--- config.mk ---
export PLATFORM = sky130hd
export DESIGN_NAME = fire_expand_sched_flat
export DESIGN_NICKNAME = d
export VERILOG_FILES = /design/src/rtl/fire_pkg.sv /design/src/rtl/fire_expand_sched_if.sv /design/src/rtl/fire_ifm_addr_gen.sv /design/src/rtl/fire_expand_sched.sv /design/src/flat_wrapper.sv
export SDC_FILE = /design/constraint.sdc
export NUM_CORES = 1
export LEC_CHECK = 0
export BUFFER_PORTS_ARGS = -buffer_cell sky130_fd_sc_hd__buf_4
export CAP_MARGIN = 20
export CORE_UTILIZATION = 40
export CTS_BUF_LIST = sky130_fd_sc_hd__clkbuf_4 sky130_fd_sc_hd__clkbuf_8 sky130_fd_sc_hd__clkbuf_16
export DETAILED_ROUTE_END_ITERATION = 7
export PLACE_DENSITY = 0.7
export RECOVER_POWER = 25
export SKIP_LAST_GASP = 1
export SLEW_MARGIN = 40
export SYNTH_ARGS = -nofsm -noshare
export SYNTH_HDL_FRONTEND = slang
export SYNTH_SLANG_ARGS = --single-unit
--- constraint.sdc ---
create_clock -name clk -period 2.1 [get_ports clk]
set_clock_uncertainty 0.05 [all_clocks]
set_input_delay 0.21 -clock clk [delete_from_list [all_inputs] [get_ports clk]]
set_output_delay 0.21 -clock clk [all_outputs]
set_load 0.02 [all_outputs]
--- src/rtl/fire_pkg.sv ---
// fire_pkg: shared state type, default geometry and ifm address helper
// for the fire expand layer scheduler.
package fire_pkg;
    typedef enum logic [2:0] {IDLE, RUN, DRAIN, WAITWB, DONE} sched_state_t;
    localparam int WOUT_DEF = 16;
    localparam int CHIN_DEF = 64;
    function automatic int unsigned addr_of(int unsigned ch, int unsigned pix, int unsigned npix);
        return ch * npix + pix;
    endfunction
endpackage

--- src/rtl/fire_expand_sched_if.sv ---
// fire_expand_sched_if: start/done handshake, ifm read port and datapath
// strobes of one expand layer; master is the surrounding system, slave the scheduler.
interface fire_expand_sched_if #(
    parameter int WOUT = fire_pkg::WOUT_DEF,
    parameter int CHIN = fire_pkg::CHIN_DEF
);
    localparam int ADDR_W = $clog2(WOUT**2*CHIN);
    localparam int CNT_W  = $clog2(WOUT**2)+1;
    logic              start_i;
    logic              ifm_rd_en_o;
    logic [ADDR_W-1:0] ifm_rd_addr_o;
    logic              layer_en_o;
    logic              sample_i;
    logic              ram_feedback_i;
    logic              busy_o;
    logic              done_o;
    logic [CNT_W-1:0]  pix_cnt_o;
    logic              err_o;
    modport master (
        output start_i, sample_i, ram_feedback_i,
        input  ifm_rd_en_o, ifm_rd_addr_o, layer_en_o, busy_o, done_o, pix_cnt_o, err_o
    );
    modport slave (
        input  start_i, sample_i, ram_feedback_i,
        output ifm_rd_en_o, ifm_rd_addr_o, layer_en_o, busy_o, done_o, pix_cnt_o, err_o
    );
endinterface

--- src/rtl/fire_ifm_addr_gen.sv ---
// fire_ifm_addr_gen: channel-major ifm address walk, CHIN reads then one
// bubble per pixel slot; flags the bubble of the final pixel.
module fire_ifm_addr_gen
    import fire_pkg::*;
#(
    parameter int WOUT = WOUT_DEF,
    parameter int CHIN = CHIN_DEF
) (
    input  logic                             clk,
    input  logic                             rst,
    input  logic                             i_load,
    input  logic                             i_step,
    output logic                             o_rd_en,
    output logic [$clog2(WOUT**2*CHIN)-1:0]  o_addr,
    output logic                             o_last_slot
);
    localparam int NPIX   = WOUT**2;
    localparam int ADDR_W = $clog2(NPIX*CHIN);
    localparam int CW     = $clog2(CHIN+1);
    localparam int PW     = $clog2(NPIX+1);
    logic [CW-1:0] r_ch;
    logic [PW-1:0] r_pix;
    logic          r_bubble;
    logic          r_last;
    logic          w_ch_end;
    logic          w_pix_end;
    assign w_ch_end    = r_ch == CW'(CHIN-1);
    assign w_pix_end   = r_pix == PW'(NPIX-1);
    assign o_last_slot = r_bubble & r_last;
    always_ff @(posedge clk) begin
        if (!rst || i_load) begin
            r_ch     <= '0;
            r_pix    <= '0;
            r_bubble <= 1'b0;
            r_last   <= 1'b0;
            o_rd_en  <= rst && i_load;
            o_addr   <= '0;
        end else if (i_step) begin
            if (r_bubble) begin
                r_bubble <= 1'b0;
                o_rd_en  <= !r_last;
                o_addr   <= r_last ? o_addr : ADDR_W'(addr_of(0, 32'(r_pix), NPIX));
            end else if (w_ch_end) begin
                // pixel advances during the bubble; the address holds until the next read
                r_ch     <= '0;
                r_pix    <= w_pix_end ? '0 : r_pix + PW'(1);
                r_bubble <= 1'b1;
                r_last   <= w_pix_end;
                o_rd_en  <= 1'b0;
            end else begin
                r_ch   <= r_ch + CW'(1);
                o_addr <= ADDR_W'(addr_of(32'(r_ch) + 1, 32'(r_pix), NPIX));
            end
        end
    end
endmodule

--- src/rtl/fire_expand_sched.sv ---
// fire_expand_sched: start/done sequencer for one 1x1 fire expand layer;
// counts datapath samples and holds done until write-back is confirmed.
module fire_expand_sched
    import fire_pkg::*;
#(
    parameter int WOUT = WOUT_DEF,
    parameter int CHIN = CHIN_DEF
) (
    input logic                clk,
    input logic                rst,
    fire_expand_sched_if.slave bus
);
    localparam int NPIX  = WOUT**2;
    localparam int CNT_W = $clog2(NPIX)+1;
    sched_state_t     r_state;
    logic             r_busy;
    logic             r_layer_en;
    logic             r_done;
    logic             r_fb;
    logic             r_err;
    logic [CNT_W-1:0] r_pix_cnt;
    logic             w_accept;
    logic             w_step;
    logic             w_last_slot;
    logic             w_full;
    logic             w_counting;
    assign w_accept   = r_state == IDLE && bus.start_i;
    assign w_step     = r_state == RUN;
    assign w_full     = r_pix_cnt == CNT_W'(NPIX);
    assign w_counting = r_state == RUN || r_state == DRAIN;
    fire_ifm_addr_gen #(.WOUT(WOUT), .CHIN(CHIN)) u_addr_gen (
        .clk         (clk),
        .rst         (rst),
        .i_load      (w_accept),
        .i_step      (w_step),
        .o_rd_en     (bus.ifm_rd_en_o),
        .o_addr      (bus.ifm_rd_addr_o),
        .o_last_slot (w_last_slot)
    );
    always_ff @(posedge clk) begin
        if (!rst) begin
            r_state    <= IDLE;
            r_busy     <= 1'b0;
            r_layer_en <= 1'b0;
            r_done     <= 1'b0;
            r_fb       <= 1'b0;
            r_err      <= 1'b0;
            r_pix_cnt  <= '0;
        end else begin
            r_done <= 1'b0;
            if (bus.ram_feedback_i && r_state inside {RUN, DRAIN, WAITWB})
                r_fb <= 1'b1;
            if (bus.sample_i && w_counting && !w_full)
                r_pix_cnt <= r_pix_cnt + CNT_W'(1);
            if ((bus.sample_i && (!w_counting || w_full)) || (bus.ram_feedback_i && r_state == IDLE))
                r_err <= 1'b1;
            case (r_state)
                IDLE: if (bus.start_i) begin
                    r_state    <= RUN;
                    r_busy     <= 1'b1;
                    r_layer_en <= 1'b1;
                    r_pix_cnt  <= '0;
                end
                RUN: if (w_last_slot) begin
                    r_state    <= DRAIN;
                    r_layer_en <= 1'b0;
                end
                DRAIN: if (w_full) r_state <= WAITWB;
                WAITWB: if (r_fb) begin
                    r_state <= DONE;
                    r_done  <= 1'b1;
                    r_busy  <= 1'b0;
                    r_fb    <= 1'b0;
                end
                default: r_state <= IDLE;
            endcase
        end
    end
    assign bus.layer_en_o = r_layer_en;
    assign bus.busy_o     = r_busy;
    assign bus.done_o     = r_done;
    assign bus.pix_cnt_o  = r_pix_cnt;
    assign bus.err_o      = r_err;
endmodule

--- src/flat_wrapper.sv ---
// flat-port wrapper written by rule: the top's interface ports become plain ports
module fire_expand_sched_flat import fire_pkg::*;
#(
    parameter int WOUT = WOUT_DEF,
    parameter int CHIN = CHIN_DEF
)
  (clk, rst, bus_start_i, bus_sample_i, bus_ram_feedback_i, bus_ifm_rd_en_o, bus_ifm_rd_addr_o, bus_layer_en_o, bus_busy_o, bus_done_o, bus_pix_cnt_o, bus_err_o);
  fire_expand_sched_if #(.WOUT(WOUT), .CHIN(CHIN)) bus_i ();
  input logic clk;
  input logic rst;
  input wire logic [$bits(bus_i.start_i)-1:0] bus_start_i;
  input wire logic [$bits(bus_i.sample_i)-1:0] bus_sample_i;
  input wire logic [$bits(bus_i.ram_feedback_i)-1:0] bus_ram_feedback_i;
  output wire logic [$bits(bus_i.ifm_rd_en_o)-1:0] bus_ifm_rd_en_o;
  output wire logic [$bits(bus_i.ifm_rd_addr_o)-1:0] bus_ifm_rd_addr_o;
  output wire logic [$bits(bus_i.layer_en_o)-1:0] bus_layer_en_o;
  output wire logic [$bits(bus_i.busy_o)-1:0] bus_busy_o;
  output wire logic [$bits(bus_i.done_o)-1:0] bus_done_o;
  output wire logic [$bits(bus_i.pix_cnt_o)-1:0] bus_pix_cnt_o;
  output wire logic [$bits(bus_i.err_o)-1:0] bus_err_o;
  assign bus_i.start_i = bus_start_i;
  assign bus_i.sample_i = bus_sample_i;
  assign bus_i.ram_feedback_i = bus_ram_feedback_i;
  assign bus_ifm_rd_en_o = bus_i.ifm_rd_en_o;
  assign bus_ifm_rd_addr_o = bus_i.ifm_rd_addr_o;
  assign bus_layer_en_o = bus_i.layer_en_o;
  assign bus_busy_o = bus_i.busy_o;
  assign bus_done_o = bus_i.done_o;
  assign bus_pix_cnt_o = bus_i.pix_cnt_o;
  assign bus_err_o = bus_i.err_o;
  fire_expand_sched #(.WOUT(WOUT), .CHIN(CHIN)) u_core (.clk(clk), .rst(rst), .bus(bus_i));
endmodule
==> results of run 1 <==
==> critical path: cells and delay by family (launching register included) <==
kind / cells / cell delay (ps)
flops: 1 / 390
fa+ha+maj: 2 / 540
simple gates: 1 / 70
compound gates: 2 / 810
buf+inv: 1 / 60
==> layout make-up <==
class	count	area, um^2
clock buffer	5	68.8
clock inverter	3	40.0
fill	588	3020
inverter	11	41.3
multi-input combinational	208	1390
sequential	50	1010
tap	75	93.8
timing repair buffer	51	324
==> per-stage QoR <==
step / util / std cells / setup slack, ps / cell area, um^2
6_report: 0.496 / 403 / 143 / 2970
5_1_grt: 0.496 / 403 / 30.7 / 2970
4_1_cts: 0.505 / 403 / 73.5 / 3030
3_5_place_dp: 0.487 / 395 / 117 / 2920
3_3_place_gp: 0.487 / 395 / 186 / 2920
2_1_floorplan: - / 284 / 120 / 2500
==> synth_stat cells, drive strengths merged (4+ instances only) <==
master	number	area share
dfxtp	49	0.39
nor2	33	0.049
nand2	23	0.034
nand3	18	0.041
a21oi	15	0.031
mux2i	11	0.044
inv	10	0.015
xnor2	10	0.035
nand4	9	0.022
buf	8	0.019
clkbuf	7	0.010
o21ai	7	0.014
ha	6	0.030
nor4	6	0.015
or3	6	0.015
nor3	5	0.010
nor4b	4	0.022
o211ai	4	0.012
==> power by group <==
group | switching (mW) | internal, mW
clock | 0.317 | 0.351
sequential | 0.0128 | 0.966
combinational | 0.105 | 0.0712
==> final timing paths <==
path,end,cells after the start
worst max-delay path,u_core.u_addr_gen.o_addr[12],6
worst min-delay path,u_core.bus.err_o,3
worst max register to register,u_core.u_addr_gen.o_addr[12],6
worst min register to register,u_core.u_addr_gen.o_addr[11],2
==> per-layer routing <==
layer	share of wire	vias to the layer above	routed length [um]	global-route usage
met3	0.032	6	185	0.0393
met5	0	-	0	0
met4	0.0072	0	42	0.0536
li1	-	1122	-	-
met2	0.48	34	2810	0.318
met1	0.48	1031	2790	0.250
==> sequential cells by signal, summed over array words and instances (netlist names) <==
name	count
u_core.u_addr_gen.o_addr	14
u_core.bus.pix_cnt_o	9
u_core.u_addr_gen.r_pix	9
u_core.u_addr_gen.r_ch	7
u_core.r_state	3
u_core.bus.busy_o	1
u_core.bus.done_o	1
u_core.bus.err_o	1
u_core.bus.layer_en_o	1
u_core.r_fb	1
u_core.u_addr_gen.o_rd_en	1
u_core.u_addr_gen.r_bubble	1
u_core.u_addr_gen.r_last	1
==> kinds of logic (layout without fill, tap and decap cells) <==
| kind of cell | after synthesis | after routing | synth area share |
|---|---|---|---|
| simple gates | 127 | 127 | 0.279 |
| xor+xnor | 12 | 12 | 0.0420 |
| fa+ha+maj | 6 | 6 | 0.0300 |
| flops | 50 | 50 | 0.404 |
| mux | 12 | 12 | 0.0485 |
| compound gates | 51 | 51 | 0.150 |
| buf+inv | 26 | 70 | 0.0465 |
==> timing repair <==
| action | CTS | global route |
|---|---|---|
| hold endpoints to repair | 0 | 0 |
| setup endpoints to repair | 0 | 1 |
| resized for setup | 0 | 4 |
==> reports/results.tsv, run 1 <==
stage	metric	value	unit
run_status	status	completed	
clock_network	cts_setup_buffers	0	
clock_network	clockBufferDepth	2	
sta	finalSetupViolations	0	
hold_path	hold_path.class	in -> reg	
yosys	syn_area_per_cell	8.82	um^2
cells_and_area	final_common_cell	dfxtp_1	
yosys	synth_ff_type	dfxtp_1	
cells_and_area	n_antenna_cell	0	
die	die_w	81.1	um
sta	worstMarginPinSlew	692	ps
setup_path	arrival	2160	ps
sta	min_period	1960	ps
detailed_routing	routed_wl	5.83	mm
sta	hold_violations	0	
yosys	synth-async-reset-ratio	0	
detailed_routing	dr.pass1.iters	4	
job	max_cap_violations	0	
place	finalWeightedCongestion	0.838	
setup_path	worst_path_max_delay_cell	a2111o_1	
setup_path	cp-start-kind	flip-flop	
power	cellPowerDensity	613	mW/mm^2
setup_path	path_cells	ha_4 > ha_1 > inv_1 > o41a_1 > a2111o_1 > nand3_1	
detailed_routing	antenna_left	0	
detailed_routing	drtIter0Drc	121	
global_routing	grt_pass1_vias	2146	
hold_path	worstHoldStart	bus_sample_i	
yosys	yosysSeqAreaShare	0.404	
sta	fin_tns_setup	0	ps
cells_and_area	nets	338	
die	rows	28	
sta	whs	121	ps
setup_path	cp_max_fo	6	
global_routing	grt_max_degree	21	
cells_and_area	drive_gt1_frac	0.155	
setup_path	rrSetupSlack	140	ps
die	die_h	81.1	um
detailed_routing	drcViolationCount	0	
clock_network	clk_latency	300	ps
setup_path	worstSetupEndpointType	flip-flop	
yosys	syn_inst	284	
setup_path	required	2300	ps
place	io_buffers	32	
setup_path	crit_start	u_core.u_addr_gen.r_ch[1]	
yosys	syn_area	0.00250	mm^2
die	start_util	0.418	
sta	rsz0062_at_grt	no	
power	leakage	1.07	nW
setup_path	crit_type	reg -> reg	
clock_network	cts_buffers	5	
die	die_area	0.00658	mm^2
sta	maxSlewViolCount	0	
global_routing	grt-ovfl-total	0	
detailed_routing	vias	2193	
clock_network	path_clk_slew	90	ps
yosys	synth-edff-count	1	
cells_and_area	final_cell_mix	48 x dfxtp_1, 33 x nor2_1, 31 x buf_4, 23 x nand2_1, 19 x clkbuf_1	
global_routing	antenna_found_initial	0	
clock_network	cts_tree	yes	
detailed_routing	vias_per_cell	5.44	
cells_and_area	synthToLayoutAreaGrowth	18.7	%
power	power	1.82	mW
yosys	synthesis.nets	295	
global_routing	grt_pass1_wl	9.89	mm
yosys	synth_seq_cells	50	
sta	timing.final.crit_share	0.932	
yosys	synth_cell_types	59	
setup_path	reg2reg_from	u_core.u_addr_gen.r_ch[1]	
place	dp_hpwl	4.10	mm
die	io_pins	33	
detailed_routing	wl_per_cell	14.5	um
global_routing	grt_use_total	0.192	
setup_path	cp_slowest_stage_delay	430	ps
clock_network	cts_root_buf	clkbuf_8	
sta	relSlewSlack	0.533	
clock_network	postCtsHoldBufs	0	
power	ir_worst_vdd	0.337	mV
yosys	yosysWarnings	0	
sta	max_freq	511	MHz
clock_network	htreeDepth	2	
die	core-area	0.00599	mm^2
clock_network	cts.sinks	50	
Power figures use the tool's default switching activity.
==> run 2: changes to the inputs <==
--- a/config.mk
+++ b/config.mk
@@ -5,7 +5,7 @@
 export SDC_FILE = /design/constraint.sdc
 export NUM_CORES = 1
 export LEC_CHECK = 0
-export BUFFER_PORTS_ARGS = -buffer_cell sky130_fd_sc_hd__buf_4
+export BUFFER_PORTS_ARGS = -buffer_cell sky130_fd_sc_hd__buf_2
 export CAP_MARGIN = 20
 export CORE_UTILIZATION = 40
 export CTS_BUF_LIST = sky130_fd_sc_hd__clkbuf_4 sky130_fd_sc_hd__clkbuf_8 sky130_fd_sc_hd__clkbuf_16
==> run 2 against run 1 <==
  * Count of clock-buffer cells in the layout is 2 higher
  * Setup slack worse by 22 ps
  * Via count is 0.96% higher
  * Fmax is 1.1% lower
  * Die area stayed put
  * Hold slack better by 11 ps
  * Clock power is 13% lower
  * Sequential power hardly changed
  * Sequential cell count stayed put
  * Largest cell class unchanged
==> reports/results.tsv, run 2 (synthesis gave the netlist of run 1 again) <==
stage	metric	value	unit
run_status	status	completed	
detailed_routing	antenna_left	0	
cells_and_area	final_common_cell	dfxtp_1	
place	dp_cells	394	
clock_network	cts_root_buf	clkbuf_8	
die	die_w	81.1	um
detailed_routing	vias	2214	
setup_path	crit_start	u_core.u_addr_gen.r_ch[0]	
sta	rsz0062_at_grt	no	
die	rows	28	
sta	relSlewSlack	0.497	
sta	fin_tns_setup	0	ps
cells_and_area	final_area	0.00290	mm^2
setup_path	critical_path.endpoint	u_core.u_addr_gen.o_addr[12]	
cells_and_area	nets	337	
clock_network	cts_tree	yes	
clock_network	htreeDepth	2	
setup_path	cp_max_fo	6	
detailed_routing	routed_wl	5.53	mm
hold_path	hold_path.class	in -> reg	
cells_and_area	drive_gt1_frac	0.144	
die	core-area	0.00599	mm^2
clock_network	ctsResizeCount	0	
power	pwr-share-clk	0.338	
power	p_int	1.29	mW
power	sw_frac_of_total	0.253	
global_routing	grt_use_total	0.184	
cells_and_area	n_antenna_cell	0	
job	max_cap_violations	0	
setup_path	crit_type	reg -> reg	
clock_network	cts.sinks	50	
cells_and_area	final_cell_mix	49 x dfxtp_1, 33 x nor2_1, 23 x nand2_1, 19 x clkbuf_1	
place	pre_cts_ws	153	ps
sta	maxSlewViolCount	0	
sta	whs	132	ps
clock_network	postCtsHoldBufs	0	
clock_network	path_clk_slew	90	ps
setup_path	reg2reg_depth	6	
place	io_buffers	32	
die	die_area	0.00658	mm^2
setup_path	worstSetupEndpointType	flip-flop	
power	switchingPower	437	uW
die	die_h	81.1	um
sta	min_period	1980	ps
clock_network	cts_setup_buffers	0	
cells_and_area	fin_util	0.484	
detailed_routing	drtIter0Drc	151	
cells_and_area	synthToLayoutAreaGrowth	15.7	%
global_routing	grt_pass1_vias	2088	
place	finalWeightedCongestion	0.883	
detailed_routing	dr.pass1.iters	4	
clock_network	cts_buffers	5	
die	io_pins	33	
cells_and_area	largest_reg_flops	14	
power	leakage	1.05	nW
global_routing	grt_pass1_wl	9.52	mm
die	start_util	0.418	
sta	finalSetupViolations	0	
global_routing	grt-ovfl-total	0	
setup_path	r2r_end	u_core.u_addr_gen.o_addr[12]	
cells_and_area	stdcell_count	402	
setup_path	arrival	2170	ps
setup_path	required	2300	ps
sta	hold_violations	0	
setup_path	rrSetupSlack	120	ps
power	ir_worst_vdd	0.464	mV
cells_and_area	regMostFlops	u_core.u_addr_gen.o_addr	
sta	setup_slack	121	ps
setup_path	cp-start-kind	flip-flop	
sta	worstMarginPinSlew	745	ps
detailed_routing	wl_per_cell	13.8	um
clock_network	clk_latency	310	ps
sta	max_freq	505	MHz
setup_path	reg2reg_from	u_core.u_addr_gen.r_ch[0]	
place	placed_area	0.00283	mm^2
power	power	1.73	mW
power	combPwrFrac	0.096	
detailed_routing	vias_per_cell	5.51	
detailed_routing	drcViolationCount	0	
global_routing	antenna_found_initial	0	
global_routing	grt_max_degree	32	
sta	timing.final.crit_share	0.942	
power	cellPowerDensity	596	mW/mm^2
place	dp_hpwl	4.03	mm
clock_network	clockBufferDepth	2	
power	p_seq_frac	0.566	
[run 2: cell count changes in the layout (fill, tap and decap cells not counted), sizes merged]
cell	change
clkbuf	+2
clkinv	-2
buf	-1
bufinv	-1
clkinvlp	+1
[run 2: area by class of cell]
class	count	area (um^2)
multi-input combinational	208	1380
sequential	50	1010
tap	75	93.8
clock inverter	1	7.51
clock buffer	7	83.8
timing repair buffer	50	284
inverter	11	41.3
fill	604	3090
[run 2: worst min-delay path by stage]
stage	to	depth (start not counted)	slack, ps	from
after floorplan	u_core.bus.err_o	2	310	bus_sample_i
after global placement	u_core.u_addr_gen.o_addr[11]	2	390	u_core.u_addr_gen.o_addr[11]
after detailed placement	u_core.bus.busy_o	2	400	u_core.bus.busy_o
after CTS	u_core.bus.err_o	3	130	bus_sample_i
after global routing	u_core.bus.err_o	3	140	bus_sample_i
final	u_core.bus.err_o	3	130	bus_sample_i
[run 2: per-layer routing]
metal | share of wire | wire length, um | track usage
met2 | 0.47 | 2590 | 0.307
met5 | 0 | 0 | 0
met4 | 0.0098 | 54 | 0.0554
met3 | 0.037 | 203 | 0.0337
met1 | 0.49 | 2690 | 0.240
[run 2: power groups by stage]
stage               sequential (mW)  clock [mW]  combinational, mW
global route                  0.982       0.627              0.184
global placement              0.999           0              0.169
floorplan                      1.01           0              0.101
detailed placement             1.00           0              0.170
finish                        0.978       0.584              0.166
CTS                           0.978       0.593              0.171
[run 2: worst max-delay path, stage by stage, from the launching register on]
cell and delay [ps]:
dfxtp_1 360, ha_1 370, ha_1 230, inv_1 50, o41a_1 380, a2111o_1 410
nand3_1 70
==> run 3: changes to the inputs <==
--- a/config.mk
+++ b/config.mk
@@ -10,7 +10,7 @@
 export CORE_UTILIZATION = 40
 export CTS_BUF_LIST = sky130_fd_sc_hd__clkbuf_4 sky130_fd_sc_hd__clkbuf_8 sky130_fd_sc_hd__clkbuf_16
 export DETAILED_ROUTE_END_ITERATION = 7
-export PLACE_DENSITY = 0.7
+export PLACE_DENSITY = 0.58
 export RECOVER_POWER = 25
 export SKIP_LAST_GASP = 1
 export SLEW_MARGIN = 40
==> constraint.sdc (replaced) <==
create_clock -name clk -period 1.99 [get_ports clk]
set_clock_uncertainty 0.05 [all_clocks]
set_input_delay 0.199 -clock clk [delete_from_list [all_inputs] [get_ports clk]]
set_output_delay 0.199 -clock clk [all_outputs]
set_load 0.02 [all_outputs]
==> run 3 against run 2 <==
  * Via count decreased by 0.63%
  * Critical endpoint unchanged
  * Fmax increased by 3.4%
  * Cell count increased by 1.7%
  * Critical path type unchanged
  * Hold slack got worse by 30 ps
  * Core utilization increased by 1.5 points
  * Critical path depth unchanged
  * Combinational power increased by 13%
  * First-iteration DRC count decreased by 45%
  * Register-to-register slack got worse by 50 ps
  * Largest cell class unchanged
==> reports/results.tsv, run 3 (synthesis gave the netlist of run 1 again) <==
stage	metric	value	unit
run_status	status	completed	
die	die_h	81.1	um
detailed_routing	vias	2200	
global_routing	top_usage_layer	met2	
hold_path	hold_path.class	in -> reg	
sta	relSlewSlack	0.473	
sta	rsz0062_at_grt	yes	
cells_and_area	regMostFlops	u_core.u_addr_gen.o_addr	
detailed_routing	drcViolationCount	0	
sta	maxSlewViolCount	0	
global_routing	grt_pass1_wl	9.43	mm
clock_network	cts.sinks	50	
setup_path	reg2reg_depth	6	
clock_network	cts_root_buf	clkbuf_8	
cells_and_area	multiInputGateArea	0.00138	mm^2
clock_network	clk_latency	310	ps
cells_and_area	nets	344	
cells_and_area	n_antenna_cell	0	
global_routing	met1_usage	0.244	
cells_and_area	largest_reg_flops	14	
cells_and_area	fin_util	0.499	
global_routing	grt_util_met2	0.311	
power	leakage	1.10	nW
global_routing	grt_max_degree	32	
die	start_util	0.418	
setup_path	required	2190	ps
cells_and_area	final_common_cell	dfxtp_1	
sta	max_freq	522	MHz
job	max_cap_violations	0	
clock_network	cts_tree	yes	
hold_path	min_to	u_core.bus.err_o	
power	cellPowerDensity	665	mW/mm^2
place	finalWeightedCongestion	0.799	
power	power	1.99	mW
sta	fin_tns_setup	0	ps
sta	finalSetupViolations	0	
sta	hold_violations	0	
setup_path	cp-start-kind	flip-flop	
die	die_area	0.00658	mm^2
detailed_routing	drtIter0Drc	83	
die	core-area	0.00599	mm^2
detailed_routing	routed_wl	5.69	mm
cells_and_area	drive_gt1_frac	0.171	
clock_network	cts_setup_buffers	0	
clock_network	htreeDepth	2	
hold_path	worstHoldStart	bus_sample_i	
power	ir_worst_vdd	0.447	mV
global_routing	grt_use_total	0.186	
place	io_buffers	32	
setup_path	worst_path_max_delay_cell	a2111o_1	
setup_path	cp_slowest_stage_delay	410	ps
global_routing	antenna_found_initial	0	
clock_network	cts_buffers	5	
detailed_routing	vias_per_cell	5.38	
setup_path	r2r_end	u_core.u_addr_gen.o_addr[12]	
hold_path	hold_depth	3	
clock_network	clockBufferDepth	2	
setup_path	crit_type	reg -> reg	
sta	min_period	1910	ps
cells_and_area	regArea	0.00101	mm^2
global_routing	met3_usage	0.0315	
detailed_routing	wl_per_cell	13.9	um
sta	timing.final.crit_share	0.962	
die	die_w	81.1	um
cells_and_area	synthToLayoutAreaGrowth	19.4	%
setup_path	arrival	2110	ps
clock_network	path_clk_slew	100	ps
setup_path	path_cells	ha_1 > ha_2 > inv_1 > o41a_1 > a2111o_1 > nand3_1	
cells_and_area	final_cell_mix	49 x dfxtp_1, 33 x nor2_1, 23 x nand2_1, 23 x buf_4, 19 x clkbuf_1	
detailed_routing	antenna_left	0	
detailed_routing	dr.pass1.iters	4	
setup_path	worstSetupEndpointType	flip-flop	
sta	worstMarginPinSlew	779	ps
setup_path	rrSetupSlack	80	ps
global_routing	grt-ovfl-total	0	
place	dp_hpwl	4.17	mm
global_routing	grt_pass1_vias	1987	
setup_path	reg2reg_from	u_core.u_addr_gen.r_ch[0]	
die	io_pins	33	
cells_and_area	fill_cells	598	
die	rows	28	
setup_path	cp_max_fo	6	
[run 3: layer usage]
layer	share of wire	vias up
met5	0	-
met1	0.48	1019
li1	-	1135
met3	0.035	6
met4	0.010	0
met2	0.47	40
[run 3: worst max path at each step]
stage / start / to / slack, ps / depth (start not counted)
final: u_core.u_addr_gen.r_ch[0] / u_core.u_addr_gen.o_addr[12] / 80 / 6
after global routing: u_core.u_addr_gen.r_ch[0] / u_core.u_addr_gen.o_addr[12] / -20 / 7
after CTS: u_core.u_addr_gen.r_ch[0] / u_core.u_addr_gen.o_addr[12] / 30 / 7
after detailed placement: u_core.u_addr_gen.r_ch[0] / u_core.u_addr_gen.o_addr[12] / 60 / 7
after global placement: u_core.u_addr_gen.r_ch[0] / u_core.u_addr_gen.o_addr[12] / 120 / 7
after floorplan: u_core.u_addr_gen.r_ch[0] / u_core.u_addr_gen.o_addr[3] / 10 / 7
[run 3: stage by stage]
| stage | cell area [um^2] | setup WS (ps) | std cells | hold slack [ps] |
|---|---|---|---|---|
| 2_1_floorplan | 2500 | 9.82 | 284 | 297 |
| 6_report | 2990 | 75.5 | 409 | 102 |
| 3_5_place_dp | 2880 | 63.5 | 401 | 393 |
| 5_1_grt | 2990 | -20.1 | 409 | 123 |
| 4_1_cts | 3000 | 28.5 | 409 | 106 |
| 3_3_place_gp | 2880 | 117 | 401 | 387 |
[run 3: report_power, final]
part	switching, mW	internal, mW	total, mW
combinational	0.112	0.0751	0.187
sequential	0.0116	1.02	1.03
clock	0.357	0.414	0.771
[run 3: worst max-delay path, delay by kind of cell (launching register included)]
family | cells | cell delay (ps)
compound gates | 2 | 780
fa+ha+maj | 2 | 550
buf+inv | 1 | 40
flops | 1 | 370
simple gates | 1 | 70
[run 3: repair_timing]
item / CTS / global route
gates resized for setup: 0 / 4
setup endpoints to repair: 0 / 7
hold buffers: 0 / 0
[run 3: final cells by class]
| class | count | area share |
|---|---|---|
| clock buffer | 6 | 0.0276 |
| clock inverter | 2 | 0.0130 |
| inverter | 11 | 0.0138 |
| multi-input combinational | 208 | 0.462 |
| sequential | 50 | 0.338 |
| tap | 75 | 0.0314 |
| timing repair buffer | 57 | 0.114 |
